<file path="config.mk">
export PLATFORM = sky130hd
export DESIGN_NAME = ps2_rx
export DESIGN_NICKNAME = d
export VERILOG_FILES = /design/src/rtl/ps2_rx.sv
export SDC_FILE = /design/constraint.sdc
export NUM_CORES = 1
export LEC_CHECK = 0
export CAP_MARGIN = 20
export CORE_MARGIN = 2
export CORE_UTILIZATION = 55
export CTS_BUF_LIST = sky130_fd_sc_hd__clkbuf_4
export DETAILED_ROUTE_END_ITERATION = 10
export DONT_BUFFER_PORTS = 1
export PLACE_DENSITY = 0.78
export SLEW_MARGIN = 40
export SYNTH_ARGS = -nofsm -noshare
export SYNTH_HDL_FRONTEND = slang
export SYNTH_SLANG_ARGS = --single-unit
</file>
<file path="constraint.sdc">
create_clock -name clk -period 2.85 [get_ports clk]
set_input_delay 0.285 -clock clk [delete_from_list [all_inputs] [get_ports clk]]
set_output_delay 0.285 -clock clk [all_outputs]
set_load 0.1 [all_outputs]
</file>
<file path="src/rtl/ps2_rx.sv">
// PS/2 device-to-host receiver: filters ps2c, deserialises 11-bit frames and
// reports a checked byte, a parity error or a framing/timeout error as one-cycle ticks.
module ps2_rx #(
  parameter int unsigned FILTER_LEN = 8,
  parameter int unsigned TIMEOUT    = 100000,
  parameter int unsigned TO_W       = 17
) (
  input  logic       clk,
  input  logic       reset,
  input  logic       rx_en,
  input  logic       ps2c,
  input  logic       ps2d,
  output logic       rx_idle,
  output logic       rx_done_tick,
  output logic [7:0] dout,
  output logic       parity_err_tick,
  output logic       frame_err_tick
);

  typedef enum logic [1:0] {
    ST_IDLE = 2'd0,
    ST_DPS  = 2'd1,
    ST_LOAD = 2'd2
  } state_e;

  localparam logic [TO_W-1:0] TO_LAST = TO_W'(TIMEOUT - 1);

  state_e                state_q, state_d;
  logic [FILTER_LEN-1:0] filter_q, filter_d;
  logic                  fval_q, fval_d;
  logic                  dsync1_q, dsync2_q;
  logic [3:0]            n_q, n_d;
  logic [10:0]           b_q, b_d;
  logic [TO_W-1:0]       to_q, to_d, to_inc;
  logic [7:0]            dout_q, dout_d;
  logic                  done_q, done_d;
  logic                  perr_q, perr_d;
  logic                  ferr_q, ferr_d;
  logic                  fall_edge;
  logic                  par_ok, stop_ok;

  always_ff @(posedge clk or negedge reset) begin
    if (!reset) begin
      state_q  <= ST_IDLE;
      filter_q <= '1;
      fval_q   <= 1'b1;
      dsync1_q <= 1'b1;
      dsync2_q <= 1'b1;
      n_q      <= '0;
      b_q      <= '0;
      to_q     <= '0;
      dout_q   <= '0;
      done_q   <= 1'b0;
      perr_q   <= 1'b0;
      ferr_q   <= 1'b0;
    end else begin
      state_q  <= state_d;
      filter_q <= filter_d;
      fval_q   <= fval_d;
      dsync1_q <= ps2d;
      dsync2_q <= dsync1_q;
      n_q      <= n_d;
      b_q      <= b_d;
      to_q     <= to_d;
      dout_q   <= dout_d;
      done_q   <= done_d;
      perr_q   <= perr_d;
      ferr_q   <= ferr_d;
    end
  end

  // Level only moves once the whole window agrees, so short glitches never reach the FSM.
  always_comb begin
    filter_d = {ps2c, filter_q[FILTER_LEN-1:1]};
    fval_d   = fval_q;
    if (&filter_d) begin
      fval_d = 1'b1;
    end else if (~|filter_d) begin
      fval_d = 1'b0;
    end
  end

  assign fall_edge = fval_q & ~fval_d;
  assign to_inc    = to_q + 1'b1;
  assign par_ok    = ^b_q[9:1];
  assign stop_ok   = b_q[10];

  always_comb begin
    state_d = state_q;
    n_d     = n_q;
    b_d     = b_q;
    to_d    = to_q;
    dout_d  = dout_q;
    done_d  = 1'b0;
    perr_d  = 1'b0;
    ferr_d  = 1'b0;
    case (state_q)
      ST_IDLE: begin
        if (fall_edge && rx_en && !dsync2_q) begin
          b_d     = {dsync2_q, b_q[10:1]};
          n_d     = 4'd9;
          to_d    = '0;
          state_d = ST_DPS;
        end
      end
      ST_DPS: begin
        if (fall_edge) begin
          b_d  = {dsync2_q, b_q[10:1]};
          to_d = '0;
          if (n_q == 4'd0) begin
            state_d = ST_LOAD;
          end else begin
            n_d = n_q - 4'd1;
          end
        end else if (to_inc == TO_LAST) begin
          // Device stalled mid-frame: drop the partial frame.
          ferr_d  = 1'b1;
          to_d    = '0;
          state_d = ST_IDLE;
        end else begin
          to_d = to_inc;
        end
      end
      ST_LOAD: begin
        state_d = ST_IDLE;
        if (par_ok && stop_ok) begin
          dout_d = b_q[8:1];
          done_d = 1'b1;
        end
        perr_d = ~par_ok;
        ferr_d = ~stop_ok;
      end
      default: state_d = ST_IDLE;
    endcase
  end

  assign rx_idle         = (state_q == ST_IDLE);
  assign rx_done_tick    = done_q;
  assign dout            = dout_q;
  assign parity_err_tick = perr_q;
  assign frame_err_tick  = ferr_q;

endmodule
</file>
==> results of run 1 <==
## per-stage QoR
stage	std cells	hold slack, ns	area [um^2]	total power (W)	worst slack, ns
4_1_cts	353	0.02753	3085	0.002502	0.2101
3_5_place_dp	341	-0.009410	2964	0.002106	0.2336
6_report	353	0.05303	3094	0.002484	0.1705
3_3_place_gp	341	-0.009369	2964	0.002068	0.2977
5_1_grt	353	0.05209	3094	0.002663	0.01749
2_1_floorplan	275	-0.01059	2867	0.001873	0.2019
## registers in the layout, indices dropped and copies added, names as in the netlist, 2 cells and up
| name | count |
|---|---|
| to_q | 17 |
| b_q | 10 |
| dout | 8 |
| filter_q | 7 |
| n_q | 4 |
| state_q | 2 |
## layer usage
layer  global-route usage  up-vias
met5                    0        -
li1                     -     1026
met1               0.2847     1086
met4              0.06727        0
met2               0.3589       60
met3              0.03673        7
## layout make-up
cell class	instances	area (um^2)
Clock buffer	5	37.54
Sequential cell	54	1373
Clock inverter	3	26.28
Timing Repair Buffer	14	132.6
Fill cell	441	1981
Multi-Input combinational cell	194	1389
Inverter	13	48.80
Tap cell	70	87.58
## worst paths after layout
check	slack (ns)	to	start
hold reg to reg	0.37	dsync2_q	dsync1_q
hold / removal	0.05	fval_q	ps2c
setup / recovery	0.17	state_q[0]	to_q[1]
max in group asynchronous	2.16	fval_q	reset
min in group asynchronous	0.39	to_q[12]	reset
setup reg to reg	0.17	state_q[0]	to_q[1]
## cell usage in the layout, fill, tap and decap left out, drive strengths merged, types with 9 or more instances in the layout
cell,netlist,routed
nor2,15,15
inv,13,16
dfstp,10,10
buf,8,11
o21ai,9,9
dfrtp,44,44
nand3,13,13
nand2,24,24
mux2,19,19
## worst max-delay path, stage by stage (launching register included)
cell	delay, ns
dfrtp_1	0.53
ha_1	0.26
a21bo_2	0.25
o31a_1	0.23
o32ai_1	0.22
o211ai_1	0.20
nor4b_4	0.29
buf_4	0.22
o21ai_2	0.07
mux2_4	0.30
## kinds of logic after synthesis
kind of cell / Yosys count / synth area share
mux: 20 / 0.07944
buf+inv: 27 / 0.04234
simple gates: 104 / 0.2104
xor+xnor: 12 / 0.03666
compound gates: 52 / 0.1292
fa+ha+maj: 6 / 0.02619
flops: 54 / 0.4758
## where the power goes
part	internal (W)	total [W]	switching, W
clock	0.000107	0.000367	0.000260
combinational	0.000417	0.000966	0.000549
sequential	0.000916	0.00115	0.000235
total	0.00144	0.00248	0.00104
==> flow_summary.json, run 1 <==
{
  "yosysUniqueCellTypes": 59,
  "syn-mean-instance-area_um2": 10.42,
  "antenna_left": 0,
  "ioPinCount": 17,
  "hpwl_um": 4059,
  "syn_to_final_growth_pct": 7.944,
  "drc_errors": 0,
  "antenna_cells": 0,
  "syn_nets": 286,
  "worstMarginPinSlew_ns": 0.8857,
  "grt_pass1_wl_um": 10230,
  "ys_top_cells_by_count": "dfrtp_1 (44), nand2_1 (24), mux2_2 (18), nor2_1 (14), inv_1 (13)",
  "synth_area_leader_cell": "dfrtp_1",
  "top_layer": "met4",
  "async_reset_ff_frac": 1.000,
  "power_density_mw_per_mm2": 802.6,
  "rows": 26,
  "rsz0062_at_grt": "false",
  "cts_setup_buffers": 0,
  "die_w_um": 76.19,
  "setup_viol": 0,
  "yosys_warnings": 0,
  "cts_hold_buffers": 4,
  "final_util": 0.6097,
  "fin_crit_sh": 0.9402,
  "clock_path_buffers": 2,
  "start_kind": "flop",
  "portBuffers": 0,
  "arrival_ns": 2.97,
  "die-area_mm2": 0.005805,
  "grt_max_degree": 55,
  "run_status": "finished, final reports clean",
  "tritoncts": "built",
  "viasPerCell": 6.173,
  "wl_met1_um": 2459,
  "yosysMostFrequentCell": "dfrtp_1",
  "wl_met3_um": 310,
  "fin_nets": 293,
  "worstSkewPairLatency_ns": 0.38,
  "clkTransAtPathRegs_ns": 0.17,
  "synth_top_flop_cell": "dfrtp_1",
  "die_h_um": 76.19,
  "synth_area_leaders": "dfrtp_1 (38%), dfstp_2 (9.2%), mux2_2 (7.1%)",
  "grt_pass1_vias": 2225,
  "synth_area_mm2": 0.002866,
  "drive_gt1_frac": 0.2438,
  "antenna_found_initial": 0,
  "vias": 2179,
  "start_util": 0.5648,
  "grt_overflow_total": 0,
  "syn_inst": 275,
  "h-tree-depth": 2,
  "hold_viol_final": 0,
  "drv_slew": 0,
  "vdd_ir_drop_max_mv": 0.4910,
  "drt_iter0_drc": 216,
  "rr_worst_depth": 9,
  "synth-seq-cells": 54,
  "relSlewSlack": 0.4095,
  "crit_type": "flop to flop",
  "firstDrtPassIters": 5,
  "critPathMaxFanout": 11,
  "yosys.area.top_type_share": 0.3841,
  "wl_met2_um": 2901,
  "min_period_ns": 2.680,
  "tns_ns": 0,
  "coreArea_mm2": 0.005075,
  "routed_wirelength_um": 5726,
  "cts_inserted_buffers": 5,
  "min_path_type": "primary input to flop",
  "ctsResizeCount": 0,
  "holdPathStages": 2,
  "grtUsageTotal": 0.2136,
  "wl_per_cell_um": 16.22,
  "p_leak_nw": 1.325,
  "end_kind": "flop",
  "gp_congestion": 0.8784,
  "timing.fmax_mhz": 373.2,
  "ys_seq_area_frac": 0.4758,
  "max-cap-violations": 0,
  "ctsRootBufferMaster": "clkbuf_4",
  "cts_sinks": 54,
  "fin_worst_skew_ns": 0.01627,
  "synth_edf_count": 0,
  "required_ns": 3.14
}
Note: power is estimated with default switching activity, not from simulation.
==> run 2: changes to the inputs <==
Settings changed: CORE_MARGIN 2 to unset.
==> run 2 against run 1 <==
Net effect:
- first-iteration DRC count is 37% lower
- global-route usage hardly changed
- routed wire length fell by 7.4%
- sequential power about the same
- critical endpoint unchanged
- design area hardly changed
- sequential share of layout area increased by 0.063 points
- critical path type unchanged
==> flow_summary.json, run 2 (synthesis gave the netlist of run 1 again) <==
{
  "grt_max_degree": 55,
  "setup_viol": 0,
  "drc_errors": 0,
  "hold_viol_final": 0,
  "start_kind": "flop",
  "grt.met2_usage": 0.3444,
  "min_period_ns": 2.587,
  "ctsRootBufferMaster": "clkbuf_4",
  "worstMarginPinSlew_ns": 0.8589,
  "die_h_um": 74.19,
  "drv_slew": 0,
  "worstSkewPairLatency_ns": 0.38,
  "final_cell_mix": "dfrtp_1 (35), nand2_1 (24), mux2_2 (18)",
  "layout_commonest_cell": "dfrtp_1",
  "timing.fmax_mhz": 386.6,
  "clock_path_buffers": 2,
  "post-place-cells": 338,
  "p_leak_nw": 1.323,
  "drive_gt1_frac": 0.2509,
  "arrival_ns": 2.87,
  "portBuffers": 0,
  "die-area_mm2": 0.005504,
  "fin_crit_sh": 0.9076,
  "rrSetupSlack_ns": 0.26,
  "critPathMaxFanout": 11,
  "wl_per_cell_um": 15.15,
  "grt_pass1_vias": 1948,
  "cts_inserted_buffers": 5,
  "coreArea_mm2": 0.004880,
  "run_status": "finished, final reports clean",
  "drt_iter0_drc": 137,
  "crit_type": "flop to flop",
  "power_density_mw_per_mm2": 807.1,
  "tns_ns": 0,
  "rsz0062_at_grt": "false",
  "viasPerCell": 5.977,
  "stdcell_count": 350,
  "layout_setup_ws_ns": 0.2633,
  "place_ws_ns": 0.2837,
  "vdd_ir_drop_max_mv": 0.3569,
  "grt_overflow_total": 0,
  "use_met1": 0.2993,
  "regMostFlops": "to_q",
  "largest_reg_flops": 17,
  "grt_pass1_wl_um": 9018,
  "antenna_found_initial": 0,
  "die_w_um": 74.19,
  "h-tree-depth": 2,
  "clkTransAtPathRegs_ns": 0.17,
  "routed_wirelength_um": 5303,
  "ioPinCount": 17,
  "groute.layer.met3.usage": 0.03388,
  "min_path_type": "primary input to flop",
  "grtUsageTotal": 0.2139,
  "busiest_layer": "met2",
  "antenna_left": 0,
  "firstDrtPassIters": 5,
  "end_kind": "flop",
  "cts_setup_buffers": 0,
  "hpwl_um": 3679,
  "fin_worst_skew_ns": 0.01275,
  "final_util": 0.6344,
  "vias": 2092,
  "syn_to_final_growth_pct": 7.988,
  "tritoncts": "built",
  "cts_sinks": 54,
  "required_ns": 3.14,
  "rows": 25,
  "relSlewSlack": 0.4278,
  "fin_nets": 293,
  "antenna_cells": 0,
  "gp_congestion": 0.8961,
  "start_util": 0.5874,
  "max-cap-violations": 0
}
[run 2: path summary, 6_finish.rpt]
kind / startpoint / to / depth (start not counted)
worst max register to register: to_q[6] / state_q[0] / 8
worst min-delay path: ps2c / fval_q / 2
worst max-delay path: to_q[6] / state_q[0] / 8
max in group asynchronous: reset / filter_q[5] / 2
worst min register to register: dsync1_q / dsync2_q / 0
min in group asynchronous: reset / to_q[2] / 2
[run 2: metal layers]
layer / part of all wire / vias up
met4: 0.0079 / 0
met5: 0 / -
met3: 0.036 / 7
li1: - / 1024
met2: 0.48 / 50
met1: 0.47 / 1011
[run 2: critical path: stages (launching register included)]
cell and delay, ns:
dfrtp_1 0.56, nand3_2 0.24, nor4_2 0.47, nand3_1 0.14, a21o_1 0.24, nor4b_4 0.24, buf_4 0.22, o21ai_2 0.08
mux2_4 0.30
[run 2: report_power, final]
part           leakage, nW  internal [W]  total (W)  switching (W)
combinational        0.621      0.000421    0.00101       0.000585
sequential           0.665      0.000916    0.00113       0.000210
clock               0.0377      0.000108   0.000366       0.000258
[run 2: through the flow]
step	hold WS [ns]	total power (W)	cell area [um^2]
3_3_place_gp	-0.008135	0.002076	2960
6_report	0.03993	0.002498	3095
4_1_cts	0.02041	0.002513	3084
5_1_grt	0.04817	0.002670	3095
2_1_floorplan	-0.01059	0.001873	2867
3_5_place_dp	-0.008816	0.002117	2960
[run 2: what timing repair did]
item	CTS	global route
gates resized for setup	0	0
hold buffers	4	0
endpoints found under the hold margin	56	0
[run 2: layout make-up]
type	count	area, um^2
flip-flops and latches	54	1375
multi-input cells	194	1389
clock inverters	3	28.78
well taps	67	83.83
inverters	13	48.80
repair buffers	14	132.6
clock buffers	5	37.54
fillers	403	1784
